### src/rtl/alu_arb_pkg.sv
// Shared constants for the two-requester ALU arbiter:
// FSM state codes, requester ids and ALU opcode encoding.
package alu_arb_pkg;

    localparam int SEL_W = 3;

    localparam logic [1:0] ST_IDLE = 2'd0;
    localparam logic [1:0] ST_EXEC = 2'd1;
    localparam logic [1:0] ST_RESP = 2'd2;

    localparam logic REQ0 = 1'b0;
    localparam logic REQ1 = 1'b1;

    localparam logic [SEL_W-1:0] OP_ADD = 3'b000;
    localparam logic [SEL_W-1:0] OP_SUB = 3'b001;
    localparam logic [SEL_W-1:0] OP_AND = 3'b010;
    localparam logic [SEL_W-1:0] OP_OR  = 3'b011;
    localparam logic [SEL_W-1:0] OP_XOR = 3'b100;
    localparam logic [SEL_W-1:0] OP_SHL = 3'b101;
    localparam logic [SEL_W-1:0] OP_SHR = 3'b110;
    localparam logic [SEL_W-1:0] OP_SLT = 3'b111;

endpackage

### src/rtl/alu_arbiter_alu.sv
// Shared combinational ALU: WIDTH-bit result that wraps on overflow,
// plus a Zero flag. SLT is an unsigned compare producing 0 or 1.
module alu_arbiter_alu
    import alu_arb_pkg::*;
#(
    parameter int WIDTH = 8
) (
    input  logic [WIDTH-1:0] i_a,
    input  logic [WIDTH-1:0] i_b,
    input  logic [SEL_W-1:0] i_sel,
    output logic [WIDTH-1:0] o_out,
    output logic             o_zero
);

    // Opcode decode into the result bus
    always_comb begin
        o_out = '0;
        case (i_sel)
            OP_ADD:  o_out = i_a + i_b;
            OP_SUB:  o_out = i_a - i_b;
            OP_AND:  o_out = i_a & i_b;
            OP_OR:   o_out = i_a | i_b;
            OP_XOR:  o_out = i_a ^ i_b;
            OP_SHL:  o_out = i_a << 1;
            OP_SHR:  o_out = i_a >> 1;
            OP_SLT:  o_out = {{(WIDTH-1){1'b0}}, (i_a < i_b)};
            default: o_out = '0;
        endcase
    end

    assign o_zero = (o_out == '0);

endmodule

### src/rtl/alu_arbiter.sv
// Round-robin arbiter sharing one ALU between two requesters.
// IDLE grants and latches, EXEC registers the result, RESP waits for consume.
module alu_arbiter
    import alu_arb_pkg::*;
#(
    parameter int WIDTH = 8
) (
    input  logic             clk,
    input  logic             rst,
    input  logic             req0_valid,
    input  logic             req1_valid,
    output logic             req0_ready,
    output logic             req1_ready,
    input  logic [WIDTH-1:0] req0_a,
    input  logic [WIDTH-1:0] req0_b,
    input  logic [WIDTH-1:0] req1_a,
    input  logic [WIDTH-1:0] req1_b,
    input  logic [SEL_W-1:0] req0_sel,
    input  logic [SEL_W-1:0] req1_sel,
    output logic             resp0_valid,
    output logic             resp1_valid,
    input  logic             resp0_ready,
    input  logic             resp1_ready,
    output logic [WIDTH-1:0] resp_result,
    output logic             resp_zero,
    output logic             busy
);

    logic [1:0]       r_state;
    logic             r_last;
    logic             r_id;
    logic [WIDTH-1:0] r_a;
    logic [WIDTH-1:0] r_b;
    logic [SEL_W-1:0] r_sel;
    logic [WIDTH-1:0] r_result;
    logic             r_zero;

    logic             w_gnt_id;
    logic             w_accept;
    logic             w_resp_hs;
    logic [WIDTH-1:0] w_alu_out;
    logic             w_alu_zero;

    // Round-robin pick: on a tie favour whoever was not served last
    always_comb begin
        w_gnt_id = REQ0;
        if (req0_valid && req1_valid) begin
            w_gnt_id = ~r_last;
        end else if (req1_valid) begin
            w_gnt_id = REQ1;
        end
    end

    assign w_accept    = !rst && (r_state == ST_IDLE)
                       && (req0_valid || req1_valid);
    assign req0_ready  = w_accept && (w_gnt_id == REQ0);
    assign req1_ready  = w_accept && (w_gnt_id == REQ1);

    assign resp0_valid = (r_state == ST_RESP) && (r_id == REQ0);
    assign resp1_valid = (r_state == ST_RESP) && (r_id == REQ1);
    assign w_resp_hs   = (resp0_valid && resp0_ready)
                       || (resp1_valid && resp1_ready);

    assign busy        = (r_state != ST_IDLE);
    assign resp_result = r_result;
    assign resp_zero   = r_zero;

    alu_arbiter_alu #(
        .WIDTH (WIDTH)
    ) u_alu (
        .i_a    (r_a),
        .i_b    (r_b),
        .i_sel  (r_sel),
        .o_out  (w_alu_out),
        .o_zero (w_alu_zero)
    );

    // Control FSM and round-robin pointer (pointer moves only on completion)
    always_ff @(posedge clk) begin
        if (rst) begin
            r_state <= ST_IDLE;
            r_last  <= REQ1;
            r_id    <= REQ0;
        end else begin
            case (r_state)
                ST_IDLE: begin
                    if (w_accept) begin
                        r_id    <= w_gnt_id;
                        r_state <= ST_EXEC;
                    end
                end
                ST_EXEC: begin
                    r_state <= ST_RESP;
                end
                ST_RESP: begin
                    if (w_resp_hs) begin
                        r_last  <= r_id;
                        r_state <= ST_IDLE;
                    end
                end
                default: begin
                    r_state <= ST_IDLE;
                end
            endcase
        end
    end

    // Datapath: capture granted operands, then register the ALU outcome
    always_ff @(posedge clk) begin
        if (rst) begin
            r_a      <= '0;
            r_b      <= '0;
            r_sel    <= '0;
            r_result <= '0;
            r_zero   <= 1'b0;
        end else begin
            if (w_accept) begin
                r_a   <= (w_gnt_id == REQ1) ? req1_a : req0_a;
                r_b   <= (w_gnt_id == REQ1) ? req1_b : req0_b;
                r_sel <= (w_gnt_id == REQ1) ? req1_sel : req0_sel;
            end
            if (r_state == ST_EXEC) begin
                r_result <= w_alu_out;
                r_zero   <= w_alu_zero;
            end
        end
    end

endmodule
### config.mk
export PLATFORM = sky130hd
export DESIGN_NAME = alu_arbiter
export DESIGN_NICKNAME = d
export VERILOG_FILES = /design/src/rtl/alu_arb_pkg.sv /design/src/rtl/alu_arbiter_alu.sv /design/src/rtl/alu_arbiter.sv
export SDC_FILE = /design/constraint.sdc
export NUM_CORES = 1
export LEC_CHECK = 0
export CELL_PAD_IN_SITES_DETAIL_PLACEMENT = 0
export CELL_PAD_IN_SITES_GLOBAL_PLACEMENT = 2
export CORE_MARGIN = 5
export CORE_UTILIZATION = 33
export CTS_BUF_LIST = sky130_fd_sc_hd__clkbuf_4 sky130_fd_sc_hd__clkbuf_8 sky130_fd_sc_hd__clkbuf_16
export DETAILED_ROUTE_END_ITERATION = 10
export GPL_TIMING_DRIVEN = 0
export HOLD_SLACK_MARGIN = 0.08
export PLACE_DENSITY_LB_ADDON = 0.1
export SYNTH_ARGS = -nofsm -noshare
export SYNTH_HDL_FRONTEND = slang
export SYNTH_HIERARCHICAL = 1
export SYNTH_SLANG_ARGS = --single-unit
### constraint.sdc
create_clock -name clk -period 8.34 [get_ports clk]
set_clock_uncertainty 0.2 [all_clocks]
set_input_delay 1.668 -clock clk [delete_from_list [all_inputs] [get_ports clk]]
set_output_delay 1.668 -clock clk [all_outputs]
set_load 0.03 [all_outputs]
==> results.yml <==
outcome:
  status: "finished, final reports clean"
die:
  die_w_um: 102
  num_io_pins: 58
  dieArea_um2: 10400
  rows: 33
  dieHeight_um: 102
  initial_utilization: 0.340
  coreArea_um2: 8260
cells_and_area:
  syn2layout_area_growth_pct: 28.6
  drive_gt1_frac: 0.0871
  num_antenna_cells: 0
  multiInputGateArea_um2: 1910
  nets: 471
  instances_no_fill: 507
  fin_area_um2: 3610
  fill_cells: 858
  area.sequential_um2: 641
synthesis:
  synth_top_cells_by_count: "dfxtp_1, a21oi_1, nand2_1"
  yosysWarnings: 6
  syn_nets: 408
  ys_seq_elements: 32
  yosys.area.top_type_share: 0.228
  ys.flop_type: "dfxtp_1"
  synth_largest_area_cell: "dfxtp_1"
  synth_area_um2: 2810
  ys_types: 64
  synth-async-reset-ratio: 0
  syn_avg_cell_area_um2: 8.30
  syn_inst: 338
  yosysMostFrequentCell: "dfxtp_1"
  ys_seq_area_frac: 0.228
  synthTopCellsByArea: "dfxtp_1, ha_1, mux2i_1, a21oi_1, a211oi_1"
  synth_enable_flop_cells: 0
timing:
  hold_viol: 0
  period_share: 0.664
  fin_tns_setup_ns: 0
  max_slew_margin: 0.595
  tightest_slew_ns: 0.605
  setup_viol: 0
  min_period_ns: 5.54
  max_freq_mhz: 181
  finalMaxSlewViolations: 0
  rsz0062_at_grt: "false"
  whs_ns: 0.253
power:
  power_mw: 0.600
  p_leak_nw: 1.37
  p_per_area_nw_per_um2: 166
  share_comb_of_total_power: 0.439
  p_seq_frac: 0.310
  p_switching_mw: 0.221
  switching_share: 0.369
  power_report.internal_total_mw: 0.378
  ir_drop_mv: 0.0673
  p_clk_frac: 0.251
routing:
  drc_errors: 0
  viasPerCell: 5.33
  num_vias: 2704
  wl_mm: 8.16
  drt-initial-drc-count: 82
  wl_per_cell_um: 16.1
  ant_nets: 0
  firstDrtPassIters: 4
critical_path:
  start_kind: "primary input"
  crit_required_ns: 6.47
  worstPathArrival_ns: 3.67
  reg2reg_slack_ns: 5.22
  r2r-start: "r_a[0]"
  startpoint: "req0_valid"
  criticalPathCategory: "primary input to output port"
  cp_max_fo: 10
  cp-end-kind: "output port"
  reg2reg_depth: 11
  critPathCapture: "req1_ready"
  worstReg2RegEnd: "resp_zero"
place:
  dpl.hpwl_mm: 6.69
  portBuffers: 56
  placed_cells: 499
  gp_congestion: 0.880
  place_area_um2: 3500
global_route:
  antenna_found_initial: 0
  grt_pass1_wl_mm: 13.1
  grt_pass1_vias: 2669
  track_usage: 0.162
  overflow: 0
  grt_max_degree: 11
worst_hold_path:
  worstHoldPathType: "flip-flop to flip-flop"
  hold_start: "resp_result[5]"
clock_tree:
  root_buffer: "clkbuf_8"
  numCtsBuffers: 5
  clk_latency_ns: 0.28
  cts-htree-levels: 2
  ctsResizeCount: 0
  cts_tree: "done"
  holdBufCountCts: 0
  path_clk_slew_ns: 0.07
  postCtsSetupBuffers: 0
  numClockSinks: 32
  clock_path_buffers: 2
flow_run:
  maxCapViolCount: 0
## flip-flops by register name, summed over array words and instances, names as in the netlist
signal,flops
r_a,8
r_b,8
r_id,1
r_last,1
r_sel,3
r_state,2
resp_result,8
resp_zero,1
## area by class of cell
| type | instances | area share |
|---|---|---|
| timing repair buffer | 56 | 0.155 |
| buffer | 25 | 0.0458 |
| clock inverter | 2 | 0.00971 |
| inverter | 25 | 0.0260 |
| sequential | 32 | 0.177 |
| clock buffer | 6 | 0.0211 |
| multi-input combinational | 256 | 0.528 |
| tap | 105 | 0.0364 |
## placed cells by master (no fill, tap or decap), types with 5 or more instances in the layout
cell,instances
ha_1,24
inv_1,21
nor2b_1,10
clkdlybuf4s50_1,56
clkbuf_8,5
buf_2,6
a31oi_1,18
nor2_1,12
nand2_1,28
mux2i_1,26
buf_6,8
dfxtp_1,32
o21ai_0,9
a211oi_1,19
a21oi_1,31
nand2b_1,8
clkbuf_1,9
## worst min path at each step
stage / endpoint / cells past startpoint
after floorplan: r_id / 2
after global routing: resp_zero / 2
after global placement: resp_result[5] / 2
after CTS: resp_result[5] / 2
after detailed placement: resp_result[5] / 2
final: resp_result[5] / 2
## metal layers
layer  wire [um]  global-route usage  vias to the layer above
li1            -                   -                     1368
met1        3860               0.214                     1246
met2        3690               0.259                       72
met3         370              0.0328                       18
met4         244              0.0636                        0
met5           0                   0                        -
## critical path: stages
cell and delay [ns]:
clkdlybuf4s50_1 0.50, nor2_1 0.09, nor3_4 0.39, buf_6 0.22, and2_1 0.13, clkdlybuf4s50_1 0.67
## power groups by stage
| stage | Combinational [mW] | Sequential (mW) | Clock [mW] |
|---|---|---|---|
| 2_1_floorplan | 0.176 | 0.192 | 0 |
| 6_report | 0.263 | 0.186 | 0.151 |
| 3_5_place_dp | 0.263 | 0.190 | 0 |
| 3_3_place_gp | 0.264 | 0.189 | 0 |
| 4_1_cts | 0.264 | 0.186 | 0.155 |
| 5_1_grt | 0.290 | 0.189 | 0.161 |
## kinds of logic after synthesis
| logic type | count (synthesis) | share of synthesized area |
|---|---|---|
| AO/OA/AOI/OAI | 110 | 0.266 |
| XOR/XNOR | 3 | 0.00936 |
| adder cells (fa/ha/maj) | 26 | 0.121 |
| buffers and inverters | 50 | 0.0923 |
| flip-flops | 32 | 0.228 |
| multiplexers | 29 | 0.105 |
| AND/OR/NAND/NOR | 88 | 0.178 |
## through the flow
step / worst slack (ns) / util
global route: 2.68 / 0.437
detailed placement: 2.76 / 0.424
global placement: 2.77 / 0.424
floorplan: 3.57 / -
CTS: 2.76 / 0.437
finish: 2.80 / 0.437
Power figures use the tool's default switching activity.
